===== src/rtl/id_ex_stage_reg.sv =====
// ----------------------------------------------------------------------------
// id_ex_stage_reg
//
// ID/EX pipeline register of the 5-stage MIPS32 core. Captures the decoded
// control vector, register operands, immediate and register addresses from
// the ID stage and presents them to EX and to the forwarding/hazard logic.
// A load-use stall from the hazard unit or a branch flush injects a bubble.
// Hold freezes the whole stage. A saturating counter records how many
// bubbles have been inserted, for performance debugging.
//
// Ports
//   clk, rst_n              rising-edge clock, synchronous active-low reset
//   Valid_ID                ID holds a real instruction
//   Ctrl_ID                 {RegWrite,MemtoReg,MemRead,MemWrite,ALUSrc,
//                            RegDst,ALUOp[2:0]}
//   Read_Data1_ID/2_ID      register file read data (Rs / Rt)
//   Imm_ID                  sign-extended immediate
//   IF_ID_Reg_Rs/Rt/Rd      register fields of the instruction in ID
//   IF_ID_Pipeline_Enable   0 = load-use stall, write a bubble
//   Flush                   kill the ID instruction, write a bubble
//   Hold                    keep every register unchanged
//   Cnt_Clear               zero Bubble_Count
//   ID_EX_*                 registered copies of the ID values
//   ID_EX_Reg_Dst           write destination, RegDst ? Rd : Rt
//   Bubble_Count            bubbles + flushes since reset or clear
// ----------------------------------------------------------------------------
module id_ex_stage_reg #(
    parameter int DATA_W = 32,
    parameter int RA_W   = 5,
    parameter int CTRL_W = 9,
    parameter int CNT_W  = 16
) (
    input  logic              clk,
    input  logic              rst_n,
    input  logic              Valid_ID,
    input  logic [CTRL_W-1:0] Ctrl_ID,
    input  logic [DATA_W-1:0] Read_Data1_ID,
    input  logic [DATA_W-1:0] Read_Data2_ID,
    input  logic [DATA_W-1:0] Imm_ID,
    input  logic [RA_W-1:0]   IF_ID_Reg_Rs,
    input  logic [RA_W-1:0]   IF_ID_Reg_Rt,
    input  logic [RA_W-1:0]   IF_ID_Reg_Rd,
    input  logic              IF_ID_Pipeline_Enable,
    input  logic              Flush,
    input  logic              Hold,
    input  logic              Cnt_Clear,
    output logic              ID_EX_Valid,
    output logic [CTRL_W-1:0] ID_EX_Ctrl,
    output logic              ID_EX_RegWrite,
    output logic              ID_EX_MemtoReg,
    output logic              ID_EX_MemRead,
    output logic              ID_EX_MemWrite,
    output logic [DATA_W-1:0] ID_EX_Read_Data1,
    output logic [DATA_W-1:0] ID_EX_Read_Data2,
    output logic [DATA_W-1:0] ID_EX_Imm,
    output logic [RA_W-1:0]   ID_EX_Reg_Rs,
    output logic [RA_W-1:0]   ID_EX_Reg_Rt,
    output logic [RA_W-1:0]   ID_EX_Reg_Rd,
    output logic [RA_W-1:0]   ID_EX_Reg_Dst,
    output logic [CNT_W-1:0]  Bubble_Count
);

    localparam int REGDST_BIT = 3;

    logic write_bubble;
    logic load_en;

    // Flush beats Hold; a stall only acts when the stage is not held.
    assign write_bubble = Flush || (!Hold && !IF_ID_Pipeline_Enable);
    assign load_en      = !Flush && !Hold && IF_ID_Pipeline_Enable;

    // A bubble zeroes the register addresses too, so the forwarding unit
    // can never match against it.
    always_ff @(posedge clk) begin
        if (!rst_n) begin
            ID_EX_Valid      <= 1'b0;
            ID_EX_Ctrl       <= '0;
            ID_EX_Read_Data1 <= '0;
            ID_EX_Read_Data2 <= '0;
            ID_EX_Imm        <= '0;
            ID_EX_Reg_Rs     <= '0;
            ID_EX_Reg_Rt     <= '0;
            ID_EX_Reg_Rd     <= '0;
            ID_EX_Reg_Dst    <= '0;
        end else if (write_bubble) begin
            ID_EX_Valid      <= 1'b0;
            ID_EX_Ctrl       <= '0;
            ID_EX_Read_Data1 <= '0;
            ID_EX_Read_Data2 <= '0;
            ID_EX_Imm        <= '0;
            ID_EX_Reg_Rs     <= '0;
            ID_EX_Reg_Rt     <= '0;
            ID_EX_Reg_Rd     <= '0;
            ID_EX_Reg_Dst    <= '0;
        end else if (load_en) begin
            ID_EX_Valid      <= Valid_ID;
            ID_EX_Ctrl       <= Valid_ID ? Ctrl_ID : '0;
            ID_EX_Read_Data1 <= Read_Data1_ID;
            ID_EX_Read_Data2 <= Read_Data2_ID;
            ID_EX_Imm        <= Imm_ID;
            ID_EX_Reg_Rs     <= IF_ID_Reg_Rs;
            ID_EX_Reg_Rt     <= IF_ID_Reg_Rt;
            ID_EX_Reg_Rd     <= IF_ID_Reg_Rd;
            ID_EX_Reg_Dst    <= Ctrl_ID[REGDST_BIT] ? IF_ID_Reg_Rd : IF_ID_Reg_Rt;
        end
    end

    // Clear wins over an increment in the same cycle; the count saturates
    // at all-ones instead of wrapping.
    always_ff @(posedge clk) begin
        if (!rst_n) begin
            Bubble_Count <= '0;
        end else if (Cnt_Clear) begin
            Bubble_Count <= '0;
        end else if (write_bubble && (Bubble_Count != {CNT_W{1'b1}})) begin
            Bubble_Count <= Bubble_Count + {{(CNT_W-1){1'b0}}, 1'b1};
        end
    end

    assign ID_EX_RegWrite = ID_EX_Ctrl[8];
    assign ID_EX_MemtoReg = ID_EX_Ctrl[7];
    assign ID_EX_MemRead  = ID_EX_Ctrl[6];
    assign ID_EX_MemWrite = ID_EX_Ctrl[5];

endmodule


===== config.mk =====
export PLATFORM = sky130hd
export DESIGN_NAME = id_ex_stage_reg
export DESIGN_NICKNAME = d
export VERILOG_FILES = /design/src/rtl/id_ex_stage_reg.sv
export SDC_FILE = /design/constraint.sdc
export NUM_CORES = 1
export LEC_CHECK = 0
export BUFFER_PORTS_ARGS = -buffer_cell sky130_fd_sc_hd__buf_2
export CAP_MARGIN = 10
export CORE_UTILIZATION = 35
export DETAILED_ROUTE_END_ITERATION = 7
export GPL_TIMING_DRIVEN = 0
export HOLD_SLACK_MARGIN = 0.08
export PLACE_DENSITY = 0.65
export SYNTH_ARGS = -nofsm -noshare
export SYNTH_HDL_FRONTEND = slang
export SYNTH_SLANG_ARGS = --single-unit

===== constraint.sdc =====
create_clock -name clk -period 1.7 [get_ports clk]
set_input_delay 0.34 -clock clk [delete_from_list [all_inputs] [get_ports clk]]
set_output_delay 0.34 -clock clk [all_outputs]
set_load 0.1 [all_outputs]

After elaboration in Yosys (flattened, before gate mapping)
Cells that the tools add are included.
- add/subtract/negate cells: 1
- eq/ne operators: 1
- muxes and demuxes: 2
- bitwise gates (word level): 1
- reduce and logical (&&, ||, !) cells: 10
- operators with widths (cell ; number):
    $add A16 B1 Y16 const B ; 1
    $ne A16 B16 Y1 const B ; 1
    $mux W9 ; 1
    $mux W5 ; 1
    $logic_and A1 B1 Y1 ; 4
    $reduce_or A2 Y1 ; 2
    $logic_not A1 Y1 ; 3
    $logic_or A1 B1 Y1 ; 1
    $not A1 Y1 ; 1
- register bits after elaboration: 142
- bits of input ports: 127
- output and inout port bits: 146
- word-level logic and storage cells: 25

Longest topological paths before layout
- depth in word-level cells: 4
- gate-level depth with buffers: 6
- depth with buffers taken out: 5

Worst setup path before layout
Ideal clock, no wire load.
- path type: register to register
- start: register Bubble_Count[2]
- end: register Bubble_Count[9]
- setup time: 70 ps
- arrival time: 2376 ps
- required time: 1630 ps
- slack: -747 ps
- cell stages (with the launch flop): 6
- path buffers: 1
- period minus slack after synthesis: 2447 ps
- path through: dfxtp_1 -> nand4_1 -> or3_1 -> buf_2 -> or4_1 -> a21oi_1
- longest elaborated chain between the ends: 2
- elaborated cells on any way between the ends: 3
- classes of those cells: add/sub: 1; eq/ne: 1; reduce/logical: 1
- RTL lines (item ; line ; source):
    from (decl) ; 60 ; output logic [CNT_W-1:0] Bubble_Count
    from (signal assigned) ; 116 ; Bubble_Count <= Bubble_Count + {{(CNT_W-1){1'b0}}, 1'b1};
    parallel branches: the longest is 2 deep, another holds $add A16 B1 Y16 ; n/a ;
Several ways; the timed one is not identified.
A chain may end at the register's enable or synchronous reset.

Worst setup path in the final report
- start: register Bubble_Count[5]
- end: register Bubble_Count[7]
Same word-level chain as after synthesis.

==> impl_metrics.toml <==
[run_status]
outcome = "completed"

[cts]
cts.sinks = 142
cts_buffers = 17
tritoncts = "done"
htree_levels = 4
clk_pin_slew_worst_paths_ns = 0.06
clockBufferDepth = 2
hold_buffers = 0
root_buffer = "clkbuf_16"
clk_latency_ns = 0.42

[floorplan]
fp.dieArea_um2 = 15400
fp.dieH_um = 124
io_pins = 273
start_util_pct = 35.8
core_area_um2 = 14500
fp.dieW_um = 124
rows = 44

[sta]
setup_viol = 0
tns_ns = 0
maxSlewHeadroom_pct = 60.8
finalHoldViolCount = 0
fin_crit_sh_pct = 97.8
grt_setup_unrepaired = "yes"
finalClockSkew_ns = 0.00946
worst_slew_pin_slew_ns = 0.589
drv_slew = 0
fmax_mhz = 602
fin_crit_ns = 1.66
final.setup.worst_slack_ns = 0.0380

[worst_setup_path]
endpoint_kind = "flip-flop"
r2r_slack_ns = 0.04
crit_arrival_ns = 1.99
max_stage_delay_ns = 0.46
critPathTopFamily = "simple AND/OR/NAND/NOR gates"
reg2reg_depth = 5
crit_fanout = 9
cp_slowest_cell = "or4_1"
crit_buf_inv = 1
cp_data_required_time_ns = 2.03
cp_cell_sequence = "nand4_1, or3_1, buf_6, or4_1, a21oi_1"
crit_path_start_kind = "flip-flop"
path_class = "flip-flop to flip-flop"
r2r_end = "Bubble_Count[7]"
reg2reg_from = "Bubble_Count[5]"

[drt]
vias = 5455
via_per_inst = 4.75
wl_per_cell_um = 14.4
postRouteAntennaNets = 0
wl_mm = 16.6
drcViolationCount = 0
drtIter0Drc = 262
firstDrtPassIters = 5

[finish]
regArea_um2 = 2900
drive_gt1_share_pct = 36.3
finalCoreUtilization_pct = 51.9
fill_cells = 1496
multiInputGateArea_um2 = 2180
syn_to_final_growth_pct = 44.8
nets = 1079
antenna_cells = 0

[global_route]
grtUsageTotal_pct = 21.2
grt_max_degree = 17
grt_pass1_wl_mm = 24.7
antenna_found_initial = 0
gr-total-overflow = 0
grt_pass1_vias = 4868

[pwr]
p_leak_nw = 3.26
fin_total_pwr_w = 0.00781
ir_worst_vdd_mv = 0.608
power.density_nw_per_um2 = 1030

[hold_path]
hold_path_end = "ID_EX_Imm[3]"
hold-path-cell-count = 3
holdCritStartpoint = "Imm_ID[3]"
worstHoldPathType = "input pin to flip-flop"

[yosys]
synth_top_cell_by_area = "dfxtp_1"
synth.distinct_cells = 35
avgSynthCellArea_um2 = 7.93
yosysWarnings = 0
netlist_area_um2 = 5210
synth_edf_count = 0
synth_area_leaders = "dfxtp_1, nand2_1, a21oi_1"
async_reset_ff_share_pct = 0
ys_seq_elements = 142
syn_inst = 657
synth_fp_nets = 785
ys.flop_type = "dfxtp_1"
yosysSeqAreaShare_pct = 54.6
yosysTopAreaCellShare_pct = 54.6

[job]
drv_cap = 0

[placement]
dpl.hpwl_mm = 12.4
place.gp.congestion = 0.846
place_ws_ns = -0.654
io_buffers = 270
-- through the flow --
step / instance area (um2) / cells / hold slack, ns
after global placement: 6870 / 1111 / 0.438
after global routing: 7540 / 1148 / 0.142
after detailed placement: 6870 / 1111 / 0.443
final: 7540 / 1148 / 0.153
after CTS: 7490 / 1143 / 0.139
after floorplan: 5290 / 657 / 0.476
-- repair_timing --
action	CTS	global route
resized for setup	5	23
cloned	0	0
pin swaps	1	3
setup endpoints to repair	110	66
buffers inserted	0	5
-- registers in the layout (all words and copies together) (netlist names), 9 cells and up --
| name | cells |
|---|---|
| Bubble_Count | 16 |
| ID_EX_Ctrl | 9 |
| ID_EX_Imm | 32 |
| ID_EX_Read_Data1 | 32 |
| ID_EX_Read_Data2 | 32 |
-- cell usage after synthesis, drive strengths merged (2+ instances only) --
library cell	count
nand2	242
dfxtp	142
a21oi	131
clkbuf	45
nand3	16
nor2	7
or3	7
a211oi	6
mux2i	6
nand4	6
nor3	6
o21ai	6
buf	5
o31ai	5
or4	3
a41oi	2
and3	2
and4	2
nand2b	2
nor4	2
-- cells in the final DEF (no fill, tap or decap), drive strengths merged, types with 2 or more instances in the layout --
master  count
mux2i       6
or3         7
and4        2
nand2     242
nand4       6
nor3        6
a211oi      6
inv         2
a41oi       2
buf       281
or4         3
dfxtp     142
clkbuf     69
nor2        7
nand2b      2
nor4        2
o21ai       6
nand3      16
and3        2
clkinv      4
a21oi     131
o31ai       5
-- kinds of logic (layout without fill, tap and decap cells) --
logic type / count (synthesis) / after routing / share of synthesized area, %
buffers and inverters: 51 / 358 / 3.99
AND/OR/NAND/NOR: 300 / 300 / 23.9
AO/OA/AOI/OAI: 157 / 157 / 16.2
flip-flops: 142 / 142 / 54.6
adder cells (fa/ha/maj): 1 / 1 / 0.240
multiplexers: 6 / 6 / 1.15
-- worst register-to-register path, stage by stage, from the launching register on --
cell     delay (ns)
dfxtp_4        0.37
nand4_1        0.14
or3_1          0.34
buf_6          0.15
or4_1          0.46
a21oi_1        0.12
-- power by group --
group | total [W] | switching (W) | internal [W]
registers | 0.00336 | 0.0000182 | 0.00334
clock network | 0.00375 | 0.00140 | 0.00235
logic | 0.000693 | 0.000503 | 0.000190
-- worst max-delay path by stage --
stage | from | endpoint | depth (start not counted)
detailed placement | Hold | ID_EX_Read_Data1[6] | 6
global placement | Hold | ID_EX_Read_Data1[28] | 6
floorplan | Bubble_Count[2] | Bubble_Count[9] | 5
CTS | Bubble_Count[2] | Bubble_Count[7] | 5
finish | Bubble_Count[5] | Bubble_Count[7] | 5
global route | Bubble_Count[3] | Bubble_Count[9] | 5
-- layout make-up --
cell class / instances / area share, %
Buffer: 50 / 3.09
Inverter: 1 / 0.0498
Clock inverter: 7 / 0.946
Timing Repair Buffer: 275 / 18.4
Tap cell: 184 / 3.05
Clock buffer: 25 / 7.13
Sequential cell: 142 / 38.5
Multi-Input combinational cell: 464 / 28.9
-- per-layer routing --
layer	global-route usage, %	vias up	routed length, um
li1	-	2794	-
met1	26.0	2455	7190
met2	34.3	194	7960
met3	7.51	12	1280
met4	6.92	0	148
met5	0	-	0
Note: power is estimated with default switching activity, not from simulation.
